**config.mk**
```make
export PLATFORM = sky130hd
export DESIGN_NAME = tcdm_init_master
export DESIGN_NICKNAME = d
export VERILOG_FILES = /design/src/rtl/tcdm_init_pkg.sv /design/src/rtl/tcdm_init_rchk.sv /design/src/rtl/tcdm_init_master.sv
export SDC_FILE = /design/constraint.sdc
export NUM_CORES = 1
export LEC_CHECK = 0
export ABC_AREA = 1
export BUFFER_PORTS_ARGS = -buffer_cell sky130_fd_sc_hd__buf_2
export CAP_MARGIN = 0
export CORE_MARGIN = 5
export CORE_UTILIZATION = 35
export CTS_CLUSTER_DIAMETER = 80
export CTS_CLUSTER_SIZE = 8
export DETAILED_ROUTE_END_ITERATION = 12
export PLACE_DENSITY = 0.62
export SETUP_SLACK_MARGIN = 0.2
export SYNTH_ARGS = -nofsm -noshare
export SYNTH_HDL_FRONTEND = slang
export SYNTH_HIERARCHICAL = 1
export SYNTH_SLANG_ARGS = --single-unit
```
**constraint.sdc**
```tcl
create_clock -name clk_i -period 2.9 [get_ports clk_i]
set_input_delay 0.145 -clock clk_i [delete_from_list [all_inputs] [get_ports clk_i]]
set_output_delay 0.145 -clock clk_i [all_outputs]
set_load 0.05 [all_outputs]
```
**src/rtl/tcdm_init_pkg.sv**
```systemverilog
// Shared types for the TCDM bulk-initialisation initiator.
package tcdm_init_pkg;

    // Default field widths; the top-level parameters default to these values.
    localparam int unsigned CFG_ADDR_WIDTH = 32;
    localparam int unsigned CFG_DATA_WIDTH = 32;
    localparam int unsigned CFG_CNT_WIDTH  = 16;

    typedef enum logic [2:0] {
        IDLE,
        WRITE,
        READ,
        DRAIN,
        DONE
    } state_e;

    // Job configuration captured when a start is accepted.
    typedef struct packed {
        logic [CFG_ADDR_WIDTH-1:0] base;
        logic [CFG_CNT_WIDTH-1:0]  num_words;
        logic [CFG_DATA_WIDTH-1:0] pattern;
        logic                      addr_mix;
        logic                      check;
    } cfg_t;

endpackage

```
**src/rtl/tcdm_init_rchk.sv**
```systemverilog
// Read-check pipeline: registers the expected word of each granted read,
// compares it with the response one cycle later and keeps the first error address.
module tcdm_init_rchk #(
    parameter int unsigned ADDR_WIDTH = 32,
    parameter int unsigned DATA_WIDTH = 32
) (
    input  logic                  clk_i,
    input  logic                  rst_ni,
    input  logic                  clear_i,
    input  logic                  flush_i,
    input  logic                  fire_i,
    input  logic [DATA_WIDTH-1:0] exp_data_i,
    input  logic [ADDR_WIDTH-1:0] exp_addr_i,
    input  logic [DATA_WIDTH-1:0] r_data_i,
    output logic                  err_o,
    output logic [ADDR_WIDTH-1:0] err_addr_o
);

    logic                  rvld_q;
    logic [DATA_WIDTH-1:0] exp_q;
    logic [ADDR_WIDTH-1:0] eaddr_q;
    logic                  mismatch;

    // A flushed (aborted) response is never compared.
    assign mismatch = rvld_q && !flush_i && (r_data_i != exp_q);

    // Track which granted read returns data next cycle and what it should contain.
    always_ff @(posedge clk_i) begin
        if (!rst_ni) begin
            rvld_q  <= 1'b0;
            exp_q   <= '0;
            eaddr_q <= '0;
        end else begin
            rvld_q <= fire_i && !flush_i;
            if (fire_i && !flush_i) begin
                exp_q   <= exp_data_i;
                eaddr_q <= exp_addr_i;
            end
        end
    end

    // Sticky error flag; only the first mismatch address of a job is kept.
    always_ff @(posedge clk_i) begin
        if (!rst_ni) begin
            err_o      <= 1'b0;
            err_addr_o <= '0;
        end else if (clear_i) begin
            err_o      <= 1'b0;
            err_addr_o <= '0;
        end else if (mismatch) begin
            err_o <= 1'b1;
            if (!err_o) begin
                err_addr_o <= eaddr_q;
            end
        end
    end

endmodule

```
**src/rtl/tcdm_init_master.sv**
```systemverilog
// TCDM initiator that fills a contiguous word range with a pattern and can
// read it back to report the first mismatching word.
module tcdm_init_master
    import tcdm_init_pkg::*;
#(
    parameter int unsigned ADDR_WIDTH = CFG_ADDR_WIDTH,
    parameter int unsigned DATA_WIDTH = CFG_DATA_WIDTH,
    parameter int unsigned CNT_WIDTH  = CFG_CNT_WIDTH
) (
    input  logic                    clk_i,
    input  logic                    rst_ni,
    input  logic                    start_i,
    input  logic                    abort_i,
    input  logic [ADDR_WIDTH-1:0]   base_addr_i,
    input  logic [CNT_WIDTH-1:0]    num_words_i,
    input  logic [DATA_WIDTH-1:0]   pattern_i,
    input  logic                    addr_mix_i,
    input  logic                    check_i,
    output logic                    busy_o,
    output logic                    done_o,
    output logic                    err_o,
    output logic [ADDR_WIDTH-1:0]   err_addr_o,
    output logic                    tcdm_req_o,
    input  logic                    tcdm_gnt_i,
    output logic [ADDR_WIDTH-1:0]   tcdm_add_o,
    output logic                    tcdm_wen_o,
    output logic [DATA_WIDTH/8-1:0] tcdm_be_o,
    output logic [DATA_WIDTH-1:0]   tcdm_data_o,
    input  logic [DATA_WIDTH-1:0]   tcdm_r_data_i
);

    localparam int unsigned BE_WIDTH = DATA_WIDTH / 8;

    state_e                state_q, state_d;
    cfg_t                  cfg_q, cfg_d;
    logic [CNT_WIDTH-1:0]  idx_q, idx_d;
    logic                  start_acc;
    logic                  last_word;
    logic                  read_fire;
    logic [ADDR_WIDTH-1:0] word_addr;
    logic [DATA_WIDTH-1:0] word_data;

    // Base bits [1:0] are masked off; the sum wraps modulo 2^ADDR_WIDTH.
    assign word_addr = (ADDR_WIDTH'(cfg_q.base) & ~ADDR_WIDTH'(3))
                     + (ADDR_WIDTH'(idx_q) << 2);
    assign word_data = DATA_WIDTH'(cfg_q.pattern)
                     ^ (cfg_q.addr_mix ? DATA_WIDTH'(word_addr) : '0);
    assign last_word = (idx_q == (CNT_WIDTH'(cfg_q.num_words) - CNT_WIDTH'(1)));
    assign read_fire = (state_q == READ) && tcdm_gnt_i;

    assign busy_o = (state_q != IDLE);
    assign done_o = (state_q == DONE);

    // State, word index and captured job configuration.
    always_ff @(posedge clk_i) begin
        if (!rst_ni) begin
            state_q <= IDLE;
            idx_q   <= '0;
            cfg_q   <= '0;
        end else begin
            state_q <= state_d;
            idx_q   <= idx_d;
            cfg_q   <= cfg_d;
        end
    end

    // Next-state logic; abort overrides everything, including a start in IDLE.
    always_comb begin
        state_d   = state_q;
        idx_d     = idx_q;
        cfg_d     = cfg_q;
        start_acc = 1'b0;
        if (abort_i) begin
            state_d = IDLE;
            idx_d   = '0;
        end else begin
            case (state_q)
                IDLE: begin
                    if (start_i) begin
                        start_acc       = 1'b1;
                        cfg_d.base      = CFG_ADDR_WIDTH'(base_addr_i);
                        cfg_d.num_words = CFG_CNT_WIDTH'(num_words_i);
                        cfg_d.pattern   = CFG_DATA_WIDTH'(pattern_i);
                        cfg_d.addr_mix  = addr_mix_i;
                        cfg_d.check     = check_i;
                        idx_d           = '0;
                        state_d         = (num_words_i == '0) ? DONE : WRITE;
                    end
                end
                WRITE: begin
                    if (tcdm_gnt_i) begin
                        if (last_word) begin
                            idx_d   = '0;
                            state_d = cfg_q.check ? READ : DONE;
                        end else begin
                            idx_d = idx_q + CNT_WIDTH'(1);
                        end
                    end
                end
                READ: begin
                    if (tcdm_gnt_i) begin
                        if (last_word) begin
                            idx_d   = '0;
                            state_d = DRAIN;
                        end else begin
                            idx_d = idx_q + CNT_WIDTH'(1);
                        end
                    end
                end
                DRAIN:   state_d = DONE;
                DONE:    state_d = IDLE;
                default: state_d = IDLE;
            endcase
        end
    end

    // Request-side outputs are a pure function of state, so they hold through stalls.
    always_comb begin
        tcdm_req_o  = 1'b0;
        tcdm_wen_o  = 1'b1;
        tcdm_be_o   = '0;
        tcdm_add_o  = '0;
        tcdm_data_o = '0;
        case (state_q)
            WRITE: begin
                tcdm_req_o  = 1'b1;
                tcdm_wen_o  = 1'b0;
                tcdm_be_o   = {BE_WIDTH{1'b1}};
                tcdm_add_o  = word_addr;
                tcdm_data_o = word_data;
            end
            READ: begin
                tcdm_req_o = 1'b1;
                tcdm_be_o  = {BE_WIDTH{1'b1}};
                tcdm_add_o = word_addr;
            end
            default: ;
        endcase
    end

    tcdm_init_rchk #(
        .ADDR_WIDTH (ADDR_WIDTH),
        .DATA_WIDTH (DATA_WIDTH)
    ) u_rchk (
        .clk_i      (clk_i),
        .rst_ni     (rst_ni),
        .clear_i    (start_acc),
        .flush_i    (abort_i),
        .fire_i     (read_fire),
        .exp_data_i (word_data),
        .exp_addr_i (word_addr),
        .r_data_i   (tcdm_r_data_i),
        .err_o      (err_o),
        .err_addr_o (err_addr_o)
    );

endmodule

```
## Word level (Yosys, flattened, before mapping)

Index checks and enable logic that the tools add are counted.

| operators by class | value |
|---|---|
| add/subtract/negate cells | 3 |
| multipliers | 0 |
| div/mod/pow operators | 0 |
| order comparisons | 0 |
| equal/unequal tests | 12 |
| shifts and indexed selects | 0 |
| mux-type cells | 21 |
| bitwise operators | 4 |
| reductions and logical operators | 16 |

Operator list:

| kind | number |
|---|---|
| two-way mux 32 bit | 3 |
| two-way mux 16 bit | 3 |
| adder 32 x 18 -> 32 bit | 1 |
| inequality test 32 bit | 1 |
| case mux 16 bit (2 select lines) | 1 |
| bitwise XOR 32 bit | 1 |
| two-way mux 3 bit | 7 |
| adder 16 x 1 -> 16 bit, second input constant | 1 |
| == test 16 bit | 1 |
| logical NOT 16 bit | 1 |
| subtractor 16 x 1 -> 16 bit, second input constant | 1 |
| case mux 3 bit (4 select lines) | 1 |
| inequality test 2 bit, second input constant | 5 |
| == test 3 x 2 -> 1 bit, second input constant | 2 |
| AND reduction 3 bit | 2 |
| OR reduction 2 bit | 3 |
| two-way mux 1 bit | 5 |
| AND reduction 5 bit | 1 |
| logical AND 1 bit | 4 |
| two-way mux 4 bit | 1 |
| == test 3 x 1 -> 1 bit, second input constant | 1 |
| == test 3 bit, second input constant | 1 |
| logical NOT 3 bit | 1 |
| inverter 1 bit | 3 |
| 5 further kinds | 5 |

| word-level totals | value |
|---|---|
| flip-flop bits (word level) | 199 |
| bits in latches | 0 |
| bits in writable memories | 0 |
| bits in read-only memories | 0 |
| bits of input ports | 119 |
| word-level logic and storage cells | 68 |
| memories kept | 0 |

## Longest topological paths before layout

| depth | value |
|---|---|
| depth after elaboration | 5 |
| mapped depth | 18 |
| gate-level depth less buffers | 18 |

## By module

The synthesis kept the hierarchy.

Modules (own cells, without submodules):

| module | times used | cells each | area an instance (µm²) | sequential area each (µm²) |
|---|---|---|---|---|
| tcdm_init_master | 1 | 1,090 | 6,734.0 | 1,981.9 |
| tcdm_init_rchk | 1 | 586 | 4,117.7 | 1,961.9 |

## Least setup slack after synthesis

Ideal clock, no wire load.

| timing | value |
|---|---|
| kind | reg2out |
| from | register idx_q[0] |
| to | output tcdm_data_o[30] |
| data arrival time | 2.742 ns |
| required time | 2.755 ns |
| slack | 0.013 ns |
| cell stages (with the launch flop) | 17 |
| buffers on the path | 0 |
| cells stage by stage | dfxtp_1 -> ha_1 -> inv_1 -> fa_1 -> inv_1 -> nand3_1 -> nand2_1 -> nand3_1 -> nand2_1 -> nand2_1 -> nand2_1 -> nand2_1 -> o21ai_0 -> nand3_1 -> nand2_1 -> nand2_1 -> nor2_1 |

| on the way | value |
|---|---|
| word-level cells in the longest chain between the ends | 4 |

RTL lines:

| element | line | text |
|---|---|---|
| start: declaration | tcdm_init_master.sv:36 | `logic [CNT_WIDTH-1:0] idx_q, idx_d;` |
| start signal: assignment | tcdm_init_master.sv:62 | `idx_q <= idx_d;` |
| adder 32 x 18 -> 32 bit | tcdm_init_master.sv:45 | `+ (ADDR_WIDTH'(idx_q) << 2);` |
| two-way mux 32 bit | tcdm_init_master.sv:47 | `^ (cfg_q.addr_mix ? DATA_WIDTH'(word_addr) : '0);` |
| bitwise XOR 32 bit | tcdm_init_master.sv:47 |  |
| two-way mux 32 bit | tcdm_init_master.sv:124 | `case (state_q)` |
| end: declaration | tcdm_init_master.sv:28 | `output logic [DATA_WIDTH-1:0] tcdm_data_o,` |

No other way between the ends.

## Final worst setup path

| timing | value |
|---|---|
| from | register cfg_q[52] (netlist name) |
| to | output tcdm_data_o[10] |

| on the way | value |
|---|---|
| word-level cells in the longest chain between the ends | 4 |

RTL lines:

| element | line | text |
|---|---|---|
| start: declaration | tcdm_init_master.sv:35 | `cfg_t cfg_q, cfg_d;` |
| start signal: assignment | tcdm_init_master.sv:63 | `cfg_q <= cfg_d;` |
| adder 32 x 18 -> 32 bit | tcdm_init_master.sv:45 |  |
| net word_addr[10] | tcdm_init_master.sv:40 | `logic [ADDR_WIDTH-1:0] word_addr;` |
| two-way mux 32 bit | tcdm_init_master.sv:47 |  |
| bitwise XOR 32 bit | tcdm_init_master.sv:47 |  |
| two-way mux 32 bit | tcdm_init_master.sv:124 |  |

The timed path passes the listed nets, and every way through them passes these cells.

==> impl_metrics.tcl <==
set metrics [dict create \
    status "finished, violations left" \
    violations "negative setup slack" \
    finalPower_uw 7010 \
    worst_setup_hold_path_clk_slew_ns 0.09 \
    place_inst 2254 \
    max_stage_delay_ns 0.36 \
    final.period_utilization_pct 101 \
    grt_usage_pct 20.9 \
    critPathBufInv 5 \
    clock_tree.buffer_depth 2 \
    placement_rows 64 \
    synth_sequential_area_ratio_pct 36.3 \
    fin_crit_ns 2.94 \
    finish.instance_area_mm2 0.0153 \
    number_of_cts_inserted_buffers 17 \
    worst_skew_pair.late_latency_ns 0.45 \
    num-nets-final 2117 \
    global_route.peak_usage_layer "met2" \
    grt_max_degree 69 \
    cp_cell_sequence "ha_4 -> inv_2 -> fa_2 -> inv_2 -> nand3_2 -> nand2_2 -> nand3_2 -> nand2_4 -> buf_4 -> buf_6 -> xor2_4 -> nand2_1 -> xor2_1 -> nor2_1 -> buf_6" \
    number_of_vias_after_detailed_routing 11528 \
    gr-usage-met3_pct 3.05 \
    library_cell_contributing_the_largest_single_delay_on_the_critical_path "fa_2" \
    ys_ff_latch 197 \
    timing.critical_path.from_type "flip-flop" \
    critical_path.endpoint_type "output port" \
    vias_per_cell 4.83 \
    port_buffers 219 \
    fmax_ghz 0.341 \
    tritoncts "built" \
    hold_vio_cnt_final 0 \
    gpl.final_weighted_congestion 0.933 \
    tightest_slew_ns 0.722 \
    report.final.slew_viol_count 0 \
    numClockSinks 197 \
    final-setup-viol-count 3 \
    drc 0 \
    grt_first_pass_wirelength_um 57400 \
    vdd.ir_drop.worst_mv 0.381 \
    globalRouteOverflowTotal 0 \
    cp_top_family "simple AND/OR/NAND/NOR gates" \
    synth_edf_count 0 \
    start_util_pct 35.5 \
    critPathArrivalTime_ns 2.79 \
    asyncSetResetFlopFracSynth_pct 0 \
    grt.met1_usage_pct 27.3 \
    cts.root.buffer_cell "clkbuf_16" \
    number_of_global_route_vias_before_repair 10994 \
    syn-instance-count 1676 \
    layout-drive-gt1-share_pct 29.6 \
    antenna_violations_before_repair 1 \
    fin_cells 2389 \
    postRouteWirelength_um 37300 \
    post-route-worst-setup-slack_ns -0.0355 \
    yosysWarnings 6 \
    wl_per_cell_um 15.6 \
    max_slew_margin_pct 51.9 \
    use_met2_pct 36.1 \
    die_x_um 186 \
    hp-class "primary input to flip-flop" \
    detailedPlacementHpwl_um 27000 \
    detailedRoute.firstIterationViolations 792 \
    core_region_area_mm2 0.0306 \
    setup_tns_ns -0.0804 \
    num-fill-cells 3007 \
    final.setup_skew_ns 0.0212 \
    pwr_density_cell_mw_per_mm2 459 \
    required_ns 2.76 \
    most_used_flip_flop_cell_after_synthesis "dfxtp_1" \
    crit_type "flip-flop to output port" \
    synth_cell_type_count 42 \
    rsz_0062_raised_after_global_routing "yes" \
    floorplan.die.height_um 186 \
    total_leakage_power_uw 0.00729 \
    ant_nets 0 \
    timing.critical_path.fanout_max 4 \
    io_pins 224 \
    clock_tree.htree_level_count 4 \
    syn2layout_area_growth_pct 40.6 \
    synth.avg_cell_area_um2 6.47 \
    dr.pass1.iters 5 \
    max-cap-violations 0 \
    die-area_mm2 0.0346 \
    netlist_area_mm2 0.0109 \
    dpl_cell_area_mm2 0.0125 \
]
[path summary, 6_finish.rpt]
check,start,endpoint,slack (ns),depth (start not counted)
max,cfg_q[52]$_SDFFE_PN0P_,tcdm_data_o[10],-0.04,15
min,addr_mix_i,cfg_q[1]$_SDFFE_PN0P_,0.02,3
max reg2reg,cfg_q[52]$_SDFFE_PN0P_,u_rchk/exp_q[18]$_SDFFE_PN0P_,0.42,17
min reg2reg,u_rchk/exp_q[1]$_SDFFE_PN0P_,u_rchk/exp_q[1]$_SDFFE_PN0P_,0.46,2
[layout make-up]
type | instances | area (µm²) | share of cell area [%]
Antenna cell | 1 | 2.50 | 0.0164
Clock buffer | 18 | 439 | 2.88
Clock inverter | 14 | 180 | 1.18
Inverter | 217 | 818 | 5.36
Multi-Input combinational cell | 1192 | 6700 | 43.9
Sequential cell | 197 | 3990 | 26.2
Tap cell | 396 | 495 | 3.25
Timing Repair Buffer | 354 | 2630 | 17.3
[metal layers]
layer / routed length, µm / part of all wire (%)
met1: 16200 / 43
met2: 18200 / 49
met3: 2130 / 5.7
met4: 845 / 2.3
met5: 0 / 0
[repair_timing]
action                     CTS  global route
setup endpoints to repair   51            46
resized for setup          255            85
hold endpoints to repair    58             0
hold buffers                58             0
pin swaps                   47            43
setup buffers               25            19
[power breakdown]
| group | leakage (µW) | total, µW | switching [µW] | internal [µW] |
|---|---|---|---|---|
| sequential | 0.00162 | 2960 | 125 | 2830 |
| clock | 0.000299 | 2510 | 1240 | 1270 |
| combinational | 0.00537 | 1530 | 973 | 561 |
[sequential cells by signal (all words and copies together) (netlist names)]
register           flops
idx_q                 16
u_rchk/err_o           1
u_rchk/eaddr_q        32
u_rchk/err_addr_o     32
u_rchk/rvld_q          1
cfg_q                 80
u_rchk/exp_q          32
state_q                3
[cell usage after synthesis (3+ instances only)]
cell	n	share of area, %
buf_2	7	0.32
nor4_1	5	0.29
buf_4	6	0.42
a21oi_1	93	4.3
nand4_1	15	0.86
nand3_2	4	0.37
a21boi_0	3	0.21
nor2_2	36	2.1
dfxtp_1	197	36
nand2_1	322	11
xnor2_1	32	2.6
o21bai_1	3	0.21
o21ai_0	165	7.6
or2_2	4	0.23
clkbuf_1	54	1.9
inv_1	213	7.4
buf_1	3	0.10
nand3_1	52	2.4
ha_1	18	2.1
inv_2	3	0.10
nand2_4	6	0.62
and2_1	3	0.17
nor2_1	346	12
nor3_1	19	0.88
nand2_2	5	0.29
xor2_1	40	3.2
o21ai_1	4	0.18
[cells in the final DEF, fill, tap and decap left out, types with 8 or more instances in the layout]
master         netlist  routed
o21ai_0            165     156
a21oi_2              0      19
buf_6                1      44
nand2_4              6      14
o21ai_2              1       8
nand4_1             15      15
nor2_4               2      11
nand2_2              5      43
nor3_1              19      15
dlygate4sd3_1        0      58
nand2_1            322     275
clkbuf_16            0      17
xnor2_1             32      30
nand3_1             52      43
ha_4                 0      16
dfxtp_1            197     169
nor2_2              36      56
nor2_1             346     317
xor2_1              40      23
inv_2                3      12
nand3_2              4      11
buf_4                6      70
a21oi_1             93      72
buf_2                7     171
dfxtp_2              0      23
xor2_2               1      14
inv_1              213     203
[stage by stage]
stage               worst slack, ns  hold WS, ns  utilization, %
floorplan                     0.204        0.280               -
global placement              0.132        0.372            40.7
detailed placement           0.0504        0.376            40.7
CTS                         -0.0176     0.000280            48.4
global route                 -0.169      0.00616            49.9
finish                      -0.0355       0.0151            49.9
[worst register-to-register path, cell delays in order, from the launching register on]
cell and delay [ns]:
dfxtp_2 0.35, ha_4 0.14, inv_2 0.04, fa_2 0.36, inv_2 0.08, nand3_2 0.06, nand2_2 0.10, nand3_2 0.09
nand2_4 0.12, nand2_4 0.06, nand2_4 0.08, buf_6 0.12, xor2_4 0.20, nand2_2 0.09, xor2_2 0.21, inv_1 0.06
o21ai_0 0.16, a21oi_1 0.06
[cells by family (layout without fill, tap and decap cells)]
logic type	Yosys count	after routing	synth area share [%]
AO/OA/AOI/OAI	273	273	12.8
XOR/XNOR	73	73	5.96
adder cells (fa/ha/maj)	19	19	2.26
buffers and inverters	290	603	10.6
flip-flops	197	197	36.3
other	1	5	0.0346
AND/OR/NAND/NOR	823	823	31.9
(Power assumes the default switching activity.)
